[config.mk]
export PLATFORM = sky130hd
export DESIGN_NAME = mem_pipe_regs_flat
export DESIGN_NICKNAME = d
export VERILOG_FILES = /design/src/rtl/mem_pipe_regs_if.sv /design/src/rtl/mem_pipe_regs.sv /design/src/flat_wrapper.sv
export SDC_FILE = /design/constraint.sdc
export NUM_CORES = 1
export LEC_CHECK = 0
export ABC_CLOCK_PERIOD_IN_PS = 1500
export CORE_MARGIN = 4
export CORE_UTILIZATION = 40
export CTS_CLUSTER_SIZE = 28
export DETAILED_ROUTE_END_ITERATION = 10
export PLACE_DENSITY = 0.71
export SLEW_MARGIN = 15
export SYNTH_ARGS = -nofsm -noshare
export SYNTH_HDL_FRONTEND = slang
export SYNTH_SLANG_ARGS = --single-unit
[constraint.sdc]
create_clock -name clk -period 1.5 [get_ports clk]
set_clock_uncertainty 0.05 [all_clocks]
set_input_delay 0.3 -clock clk [delete_from_list [all_inputs] [get_ports clk]]
set_output_delay 0.3 -clock clk [all_outputs]
set_load 0.1 [all_outputs]
[src/rtl/mem_pipe_regs_if.sv]
// mem_pipe_regs_if: handshake and payload bundle for the memory-stage
// pipeline register chain. The upstream side carries in_valid/in_ready,
// the four payload fields and flush. The downstream side carries
// out_ready/valid_out and the stage DEPTH-1 payload.
// The slave modport is the pipeline's view of the bundle. The master
// modport is the view of the surrounding stages.
// The optional performance counters are controlled by MEM_PIPE_PERF_EN and
// are plain ports of mem_pipe_regs, not members of this bundle.

`ifndef WORD_SIZE
`define WORD_SIZE 32
`endif
`ifndef INSTR_TYPE_SZ
`define INSTR_TYPE_SZ 4
`endif
`ifndef ROB_ENTRY_WITDH
`define ROB_ENTRY_WITDH 6
`endif

interface mem_pipe_regs_if #(
    parameter int WORD_SIZE       = `WORD_SIZE,
    parameter int INSTR_TYPE_SZ   = `INSTR_TYPE_SZ,
    parameter int ROB_ENTRY_WITDH = `ROB_ENTRY_WITDH
);
    // upstream (cache / memory access stage) side
    logic                       in_valid;
    logic                       in_ready;
    logic [INSTR_TYPE_SZ-1:0]   instruction_type;
    logic [WORD_SIZE-1:0]       pc;
    logic [WORD_SIZE-1:0]       result;
    logic [ROB_ENTRY_WITDH-1:0] rob_id;
    logic                       flush;

    // downstream (writeback / ROB commit) side
    logic                       out_ready;
    logic                       valid_out;
    logic [INSTR_TYPE_SZ-1:0]   instruction_type_out;
    logic [WORD_SIZE-1:0]       pc_out;
    logic [WORD_SIZE-1:0]       result_out;
    logic [ROB_ENTRY_WITDH-1:0] rob_id_out;

    modport master (
        output in_valid, instruction_type, pc, result, rob_id, flush, out_ready,
        input  in_ready, valid_out, instruction_type_out, pc_out, result_out, rob_id_out
    );

    modport slave (
        input  in_valid, instruction_type, pc, result, rob_id, flush, out_ready,
        output in_ready, valid_out, instruction_type_out, pc_out, result_out, rob_id_out
    );
endinterface

[src/rtl/mem_pipe_regs.sv]
// mem_pipe_regs: parametrised DEPTH-stage register chain between the memory
// access stage and the writeback / ROB commit port.
// - Behaviour: valid/ready backpressure with same-cycle bubble collapsing,
//   a synchronous flush, and an asynchronous active-low reset.
// - Stage 0 is the entry stage. Stage DEPTH-1 drives the outputs directly
//   from its registers.
// - Optional feature: when MEM_PIPE_PERF_EN is defined, the occupancy and
//   stall_cycles outputs are added.

`ifndef WORD_SIZE
`define WORD_SIZE 32
`endif
`ifndef INSTR_TYPE_SZ
`define INSTR_TYPE_SZ 4
`endif
`ifndef ROB_ENTRY_WITDH
`define ROB_ENTRY_WITDH 6
`endif

module mem_pipe_regs #(
    parameter int WORD_SIZE       = `WORD_SIZE,
    parameter int INSTR_TYPE_SZ   = `INSTR_TYPE_SZ,
    parameter int ROB_ENTRY_WITDH = `ROB_ENTRY_WITDH,
    parameter int DEPTH           = 2        // legal range 1..8
) (
    input  logic                 clk,
    input  logic                 reset,      // asynchronous, active-low
    mem_pipe_regs_if.slave       bus
`ifdef MEM_PIPE_PERF_EN
    ,
    output logic [3:0]           occupancy,
    output logic [31:0]          stall_cycles
`endif
);

    // ------------------------------------------------------------------
    // Stage state: valid bit plus payload per stage
    // ------------------------------------------------------------------
    logic [DEPTH-1:0]           r_v;
    logic [INSTR_TYPE_SZ-1:0]   r_itype  [DEPTH];
    logic [WORD_SIZE-1:0]       r_pc     [DEPTH];
    logic [WORD_SIZE-1:0]       r_result [DEPTH];
    logic [ROB_ENTRY_WITDH-1:0] r_rob    [DEPTH];

    // ------------------------------------------------------------------
    // Handshake network
    // ------------------------------------------------------------------
    // w_acc[i] : stage i can take a new value at the next edge.
    //            The extra top bit w_acc[DEPTH] is the downstream ready,
    //            so every stage uses the same expression.
    // w_move[i]: stage i hands its entry onward at the next edge.
    logic [DEPTH:0]             w_acc;
    logic [DEPTH-1:0]           w_move;

    // Source seen by each stage. Stage 0 sees the upstream port.
    // Stage i>0 sees stage i-1.
    logic [DEPTH-1:0]           w_src_v;
    logic [INSTR_TYPE_SZ-1:0]   w_src_itype  [DEPTH];
    logic [WORD_SIZE-1:0]       w_src_pc     [DEPTH];
    logic [WORD_SIZE-1:0]       w_src_result [DEPTH];
    logic [ROB_ENTRY_WITDH-1:0] w_src_rob    [DEPTH];

    // Ready chain, resolved from the output stage back to the entry stage.
    // A hole at any stage opens every upstream stage in the same cycle.
    always_comb begin
        w_acc        = '0;
        w_move       = '0;
        w_acc[DEPTH] = bus.out_ready;
        for (int i = DEPTH - 1; i >= 0; i--) begin
            w_move[i] = r_v[i] & w_acc[i+1];
            w_acc[i]  = ~r_v[i] | w_move[i];
        end
    end

    // Source selection: upstream port for stage 0, previous stage otherwise.
    always_comb begin
        w_src_v[0]      = bus.in_valid;
        w_src_itype[0]  = bus.instruction_type;
        w_src_pc[0]     = bus.pc;
        w_src_result[0] = bus.result;
        w_src_rob[0]    = bus.rob_id;
        for (int i = 1; i < DEPTH; i++) begin
            w_src_v[i]      = w_move[i-1];
            w_src_itype[i]  = r_itype[i-1];
            w_src_pc[i]     = r_pc[i-1];
            w_src_result[i] = r_result[i-1];
            w_src_rob[i]    = r_rob[i-1];
        end
    end

    // in_ready is held low while reset is asserted and during a flush cycle.
    // No entry is accepted on a cycle in which it would be killed at once.
    assign bus.in_ready = w_acc[0] & ~bus.flush & reset;

    // Stage registers: async clear, flush kills valids, otherwise per-stage
    // load/bubble/hold. Payload only changes when a valid entry lands, so
    // an emptied stage keeps its last value.
    always_ff @(posedge clk or negedge reset) begin
        if (!reset) begin
            r_v <= '0;
            for (int i = 0; i < DEPTH; i++) begin
                r_itype[i]  <= '0;
                r_pc[i]     <= '0;
                r_result[i] <= '0;
                r_rob[i]    <= '0;
            end
        end else if (bus.flush) begin
            r_v <= '0;
        end else begin
            for (int i = 0; i < DEPTH; i++) begin
                if (w_acc[i]) begin
                    r_v[i] <= w_src_v[i];
                    if (w_src_v[i]) begin
                        r_itype[i]  <= w_src_itype[i];
                        r_pc[i]     <= w_src_pc[i];
                        r_result[i] <= w_src_result[i];
                        r_rob[i]    <= w_src_rob[i];
                    end else begin
                        r_itype[i]  <= r_itype[i];
                        r_pc[i]     <= r_pc[i];
                        r_result[i] <= r_result[i];
                        r_rob[i]    <= r_rob[i];
                    end
                end else begin
                    r_v[i] <= r_v[i];
                end
            end
        end
    end

    // The outputs come straight from the output-stage registers.
    assign bus.valid_out            = r_v[DEPTH-1];
    assign bus.instruction_type_out = r_itype[DEPTH-1];
    assign bus.pc_out               = r_pc[DEPTH-1];
    assign bus.result_out           = r_result[DEPTH-1];
    assign bus.rob_id_out           = r_rob[DEPTH-1];

`ifdef MEM_PIPE_PERF_EN
    // ------------------------------------------------------------------
    // Performance counters
    // ------------------------------------------------------------------
    logic [31:0] r_stall_cycles;

    // Number of occupied stages.
    function automatic logic [3:0] count_valid(input logic [DEPTH-1:0] v);
        logic [3:0] n;
        n = 4'd0;
        for (int i = 0; i < DEPTH; i++) begin
            n = n + {3'd0, v[i]};
        end
        return n;
    endfunction

    assign occupancy = count_valid(r_v);

    // Count the cycles in which the output entry is blocked by downstream.
    // The counter saturates and is cleared only by reset; flush leaves it.
    always_ff @(posedge clk or negedge reset) begin
        if (!reset) begin
            r_stall_cycles <= 32'd0;
        end else if (r_v[DEPTH-1] && !bus.out_ready &&
                     (r_stall_cycles != 32'hFFFF_FFFF)) begin
            r_stall_cycles <= r_stall_cycles + 32'd1;
        end else begin
            r_stall_cycles <= r_stall_cycles;
        end
    end

    assign stall_cycles = r_stall_cycles;
`endif

endmodule

[src/flat_wrapper.sv]
// flat-port wrapper written by rule: the top's interface ports become plain ports
module mem_pipe_regs_flat 
#(
    parameter int WORD_SIZE       = `WORD_SIZE,
    parameter int INSTR_TYPE_SZ   = `INSTR_TYPE_SZ,
    parameter int ROB_ENTRY_WITDH = `ROB_ENTRY_WITDH,
    parameter int DEPTH           = 2                           
)
  (clk, reset, bus_in_valid, bus_instruction_type, bus_pc, bus_result, bus_rob_id, bus_flush, bus_out_ready, bus_in_ready, bus_valid_out, bus_instruction_type_out, bus_pc_out, bus_result_out, bus_rob_id_out);
  mem_pipe_regs_if #(.WORD_SIZE(WORD_SIZE), .INSTR_TYPE_SZ(INSTR_TYPE_SZ), .ROB_ENTRY_WITDH(ROB_ENTRY_WITDH)) bus_i ();
  input  logic clk;
  input  logic reset;
  input wire logic [$bits(bus_i.in_valid)-1:0] bus_in_valid;
  input wire logic [$bits(bus_i.instruction_type)-1:0] bus_instruction_type;
  input wire logic [$bits(bus_i.pc)-1:0] bus_pc;
  input wire logic [$bits(bus_i.result)-1:0] bus_result;
  input wire logic [$bits(bus_i.rob_id)-1:0] bus_rob_id;
  input wire logic [$bits(bus_i.flush)-1:0] bus_flush;
  input wire logic [$bits(bus_i.out_ready)-1:0] bus_out_ready;
  output wire logic [$bits(bus_i.in_ready)-1:0] bus_in_ready;
  output wire logic [$bits(bus_i.valid_out)-1:0] bus_valid_out;
  output wire logic [$bits(bus_i.instruction_type_out)-1:0] bus_instruction_type_out;
  output wire logic [$bits(bus_i.pc_out)-1:0] bus_pc_out;
  output wire logic [$bits(bus_i.result_out)-1:0] bus_result_out;
  output wire logic [$bits(bus_i.rob_id_out)-1:0] bus_rob_id_out;
  assign bus_i.in_valid = bus_in_valid;
  assign bus_i.instruction_type = bus_instruction_type;
  assign bus_i.pc = bus_pc;
  assign bus_i.result = bus_result;
  assign bus_i.rob_id = bus_rob_id;
  assign bus_i.flush = bus_flush;
  assign bus_i.out_ready = bus_out_ready;
  assign bus_in_ready = bus_i.in_ready;
  assign bus_valid_out = bus_i.valid_out;
  assign bus_instruction_type_out = bus_i.instruction_type_out;
  assign bus_pc_out = bus_i.pc_out;
  assign bus_result_out = bus_i.result_out;
  assign bus_rob_id_out = bus_i.rob_id_out;
  mem_pipe_regs #(.WORD_SIZE(WORD_SIZE), .INSTR_TYPE_SZ(INSTR_TYPE_SZ), .ROB_ENTRY_WITDH(ROB_ENTRY_WITDH), .DEPTH(DEPTH)) u_core (.clk(clk), .reset(reset), .bus(bus_i));
endmodule
==> flow_summary.toml <==
[outcome]
status = "finished, violations left"
violations = "negative setup slack"

[synthesis]
syn_area_um2 = 6170
synthCells = 397
synth.distinct_cells = 11
ys_seq_area_share_pct = 60.8
ys_ff_latch = 150
syn-num-nets = 476
synth_area_per_cell_um2 = 15.6
synth_warnings = 0

[routing]
drcViolationCount = 0
firstDrtPassIters = 4
routedWlPerCell_um = 20.5
wirelength_mm = 15.0
drt.antenna.violating_nets = 0
vias = 3512
vias_per_cell = 4.79
drtIter0Drc = 135

[timing]
slew_viol_final = 0
post-route-period-util_pct = 133
rsz0062_at_grt = "yes"
tightest_slew_ns = 0.611
finalSetupViolCount = 150
fmax_ghz = 0.501
period_minus_slack_ns = 2.00
setup_slack_ns = -0.498
slew_headroom_pct = 59.3
hold_violations = 0

[critical_path]
crit_path_start_kind = "flip-flop"
cp_top_family = "flip-flops"
cp-end-kind = "output pin"
cp_cell_sequence = "and3b_2, buf_6, nor3b_4, buf_12"
crit_arrival_ns = 1.65
cp.required_ns = 1.15
path_buf_inv = 2
crit_slowest_cell = "dfrtp_4"
worstPathMaxFanout = 2
cpPeakStageDelay_ns = 0.47
crit_type = "flip-flop to output pin"

[floorplanning]
die_area_um2 = 17500
design.core.area_um2 = 15100
rows = 45
die_w_um = 132
fp.dieH_um = 132
initial_core_util_pct = 40.8
num_io_pins = 155

[finish]
multiInputGateArea_um2 = 2310
final_area_um2 = 10000
final_nets = 615
area_growth_pct = 62.6
fillers = 1013
stdcell_count = 733
layout-drive-gt1-share_pct = 56.7
final-seq-area_um2 = 3760
finalCoreUtilization_pct = 66.3
n_antenna_cell = 0

[run]
max-cap-violations = 0

[placed_design]
numPortBuffers = 154
dp_hpwl_mm = 8.68
dp_cells = 669
placed_cell_area_um2 = 8280
place_congestion = 0.711
pre_cts_slack_ns = -0.724

[cts]
root_buffer = "clkbuf_16"
clk_pin_slew_ns = 0.06
cts_tree = "done"
clock_path_buffers = 2
h-tree-depth = 4
numCtsBuffers = 17
cts_sinks = 150
worst_skew_pair.late_latency_ns = 0.40

[global_route]
grt_pass1_vias = 4016
antenna_found_initial = 1
grt_pass1_wl_mm = 22.8
overflow = 0
groute.usage.overall_pct = 16.7
grt_max_degree = 103

[power]
leakage_uw = 0.00458
vdd_drop_max_uv = 1170
power_density_nw_per_um2 = 1880
power_uw = 18900

[min_path]
hp-class = "primary input to flip-flop"
==> worst register-to-register path: cells and delay by family (launching register included) <==
kind | cells | cell delay [ns]
buf+inv | 5 | 0.68
flops | 1 | 0.47
mux | 1 | 0.29
simple gates | 2 | 0.37
==> what timing repair did <==
action | CTS | global route
pin swaps | 4 | 4
hold buffers | 2 | 0
setup buffers | 18 | 13
hold endpoints to repair | 102 | 0
setup endpoints to repair | 150 | 150
resized for setup | 143 | 60
gates cloned | 10 | 7
==> synth_stat cells <==
| cell type | count | area, um2 |
|---|---|---|
| dfrtp_1 | 150 | 3750 |
| mux2_1 | 125 | 1410 |
| buf_4 | 81 | 608 |
| mux2_2 | 23 | 259 |
| buf_6 | 6 | 67.6 |
| nor2_1 | 4 | 15.0 |
| buf_2 | 3 | 15.0 |
| nor3b_2 | 2 | 25.0 |
| and3b_1 | 1 | 8.76 |
| nor2b_1 | 1 | 6.26 |
| nor3b_1 | 1 | 7.51 |
==> per-layer routing <==
| layer | up-vias | GRT usage, % | part of all wire [%] |
|---|---|---|---|
| met5 | - | 0 | 0 |
| met4 | 0 | 3.81 | 0.66 |
| met3 | 7 | 6.07 | 5.7 |
| met2 | 101 | 26.8 | 49 |
| met1 | 1844 | 21.7 | 44 |
| li1 | 1560 | - | - |
==> registers in the layout, indices dropped and copies added, names as in the netlist <==
register	flops
u_core.bus.pc_out	32
u_core.bus.rob_id_out	6
u_core.r_result	32
u_core.r_rob	6
u_core.r_itype	4
u_core.bus.instruction_type_out	4
u_core.r_pc	32
u_core.bus.result_out	32
u_core.r_v	2
==> report_power, final <==
part / internal (uW) / switching, uW
registers: 4970 / 895
clock network: 2160 / 1520
logic: 3920 / 5460
==> kinds of logic after synthesis <==
family,count (synthesis),share of synthesized area (%)
buf+inv,90,11.2
flops,150,60.8
mux,148,27.0
simple gates,9,1.01
==> layout by cell type (no fill, tap or decap), drive strengths merged, types with 2 or more instances in the layout <==
cell type      netlist  layout
nor2                 4       4
dfrtp              150     150
dlygate4sd3          0       2
nor3b                3       3
clkdlybuf4s50        0      77
clkbuf               0      30
clkinv               0       5
buf                 90     124
mux2               148     148
==> cell type report <==
| type | count | area share, % |
|---|---|---|
| Clock inverter | 5 | 0.287 |
| Sequential cell | 150 | 37.4 |
| Clock buffer | 23 | 4.66 |
| Tap cell | 188 | 2.34 |
| Multi-Input combinational cell | 157 | 23.0 |
| Timing Repair Buffer | 210 | 32.3 |
==> stage by stage <==
| step | hold WS (ns) | setup TNS (ns) |
|---|---|---|
| floorplan | -0.0456 | -49.62 |
| global placement | 0.387 | -80.25 |
| detailed placement | 0.401 | -88.57 |
| CTS | 0.423 | -60.62 |
| global route | 0.441 | -66.92 |
| finish | 0.453 | -60.23 |
==> path summary, 6_finish.rpt <==
check                                        start  slack [ns]  cells past startpoint                         to
setup / recovery                     u_core.r_v[1]       -0.50                      4               bus_in_ready
hold / removal             bus_instruction_type[3]        0.45                      2          u_core.r_itype[7]
setup reg to reg                     u_core.r_v[1]       -0.47                      8  u_core.bus.result_out[22]
hold reg to reg                    u_core.r_pc[61]        0.46                      1      u_core.bus.pc_out[29]
max in group asynchronous                    reset        0.29                      3              u_core.r_v[1]
min in group asynchronous                    reset        0.62                      3   u_core.bus.rob_id_out[5]
Power figures use the tool's default switching activity.
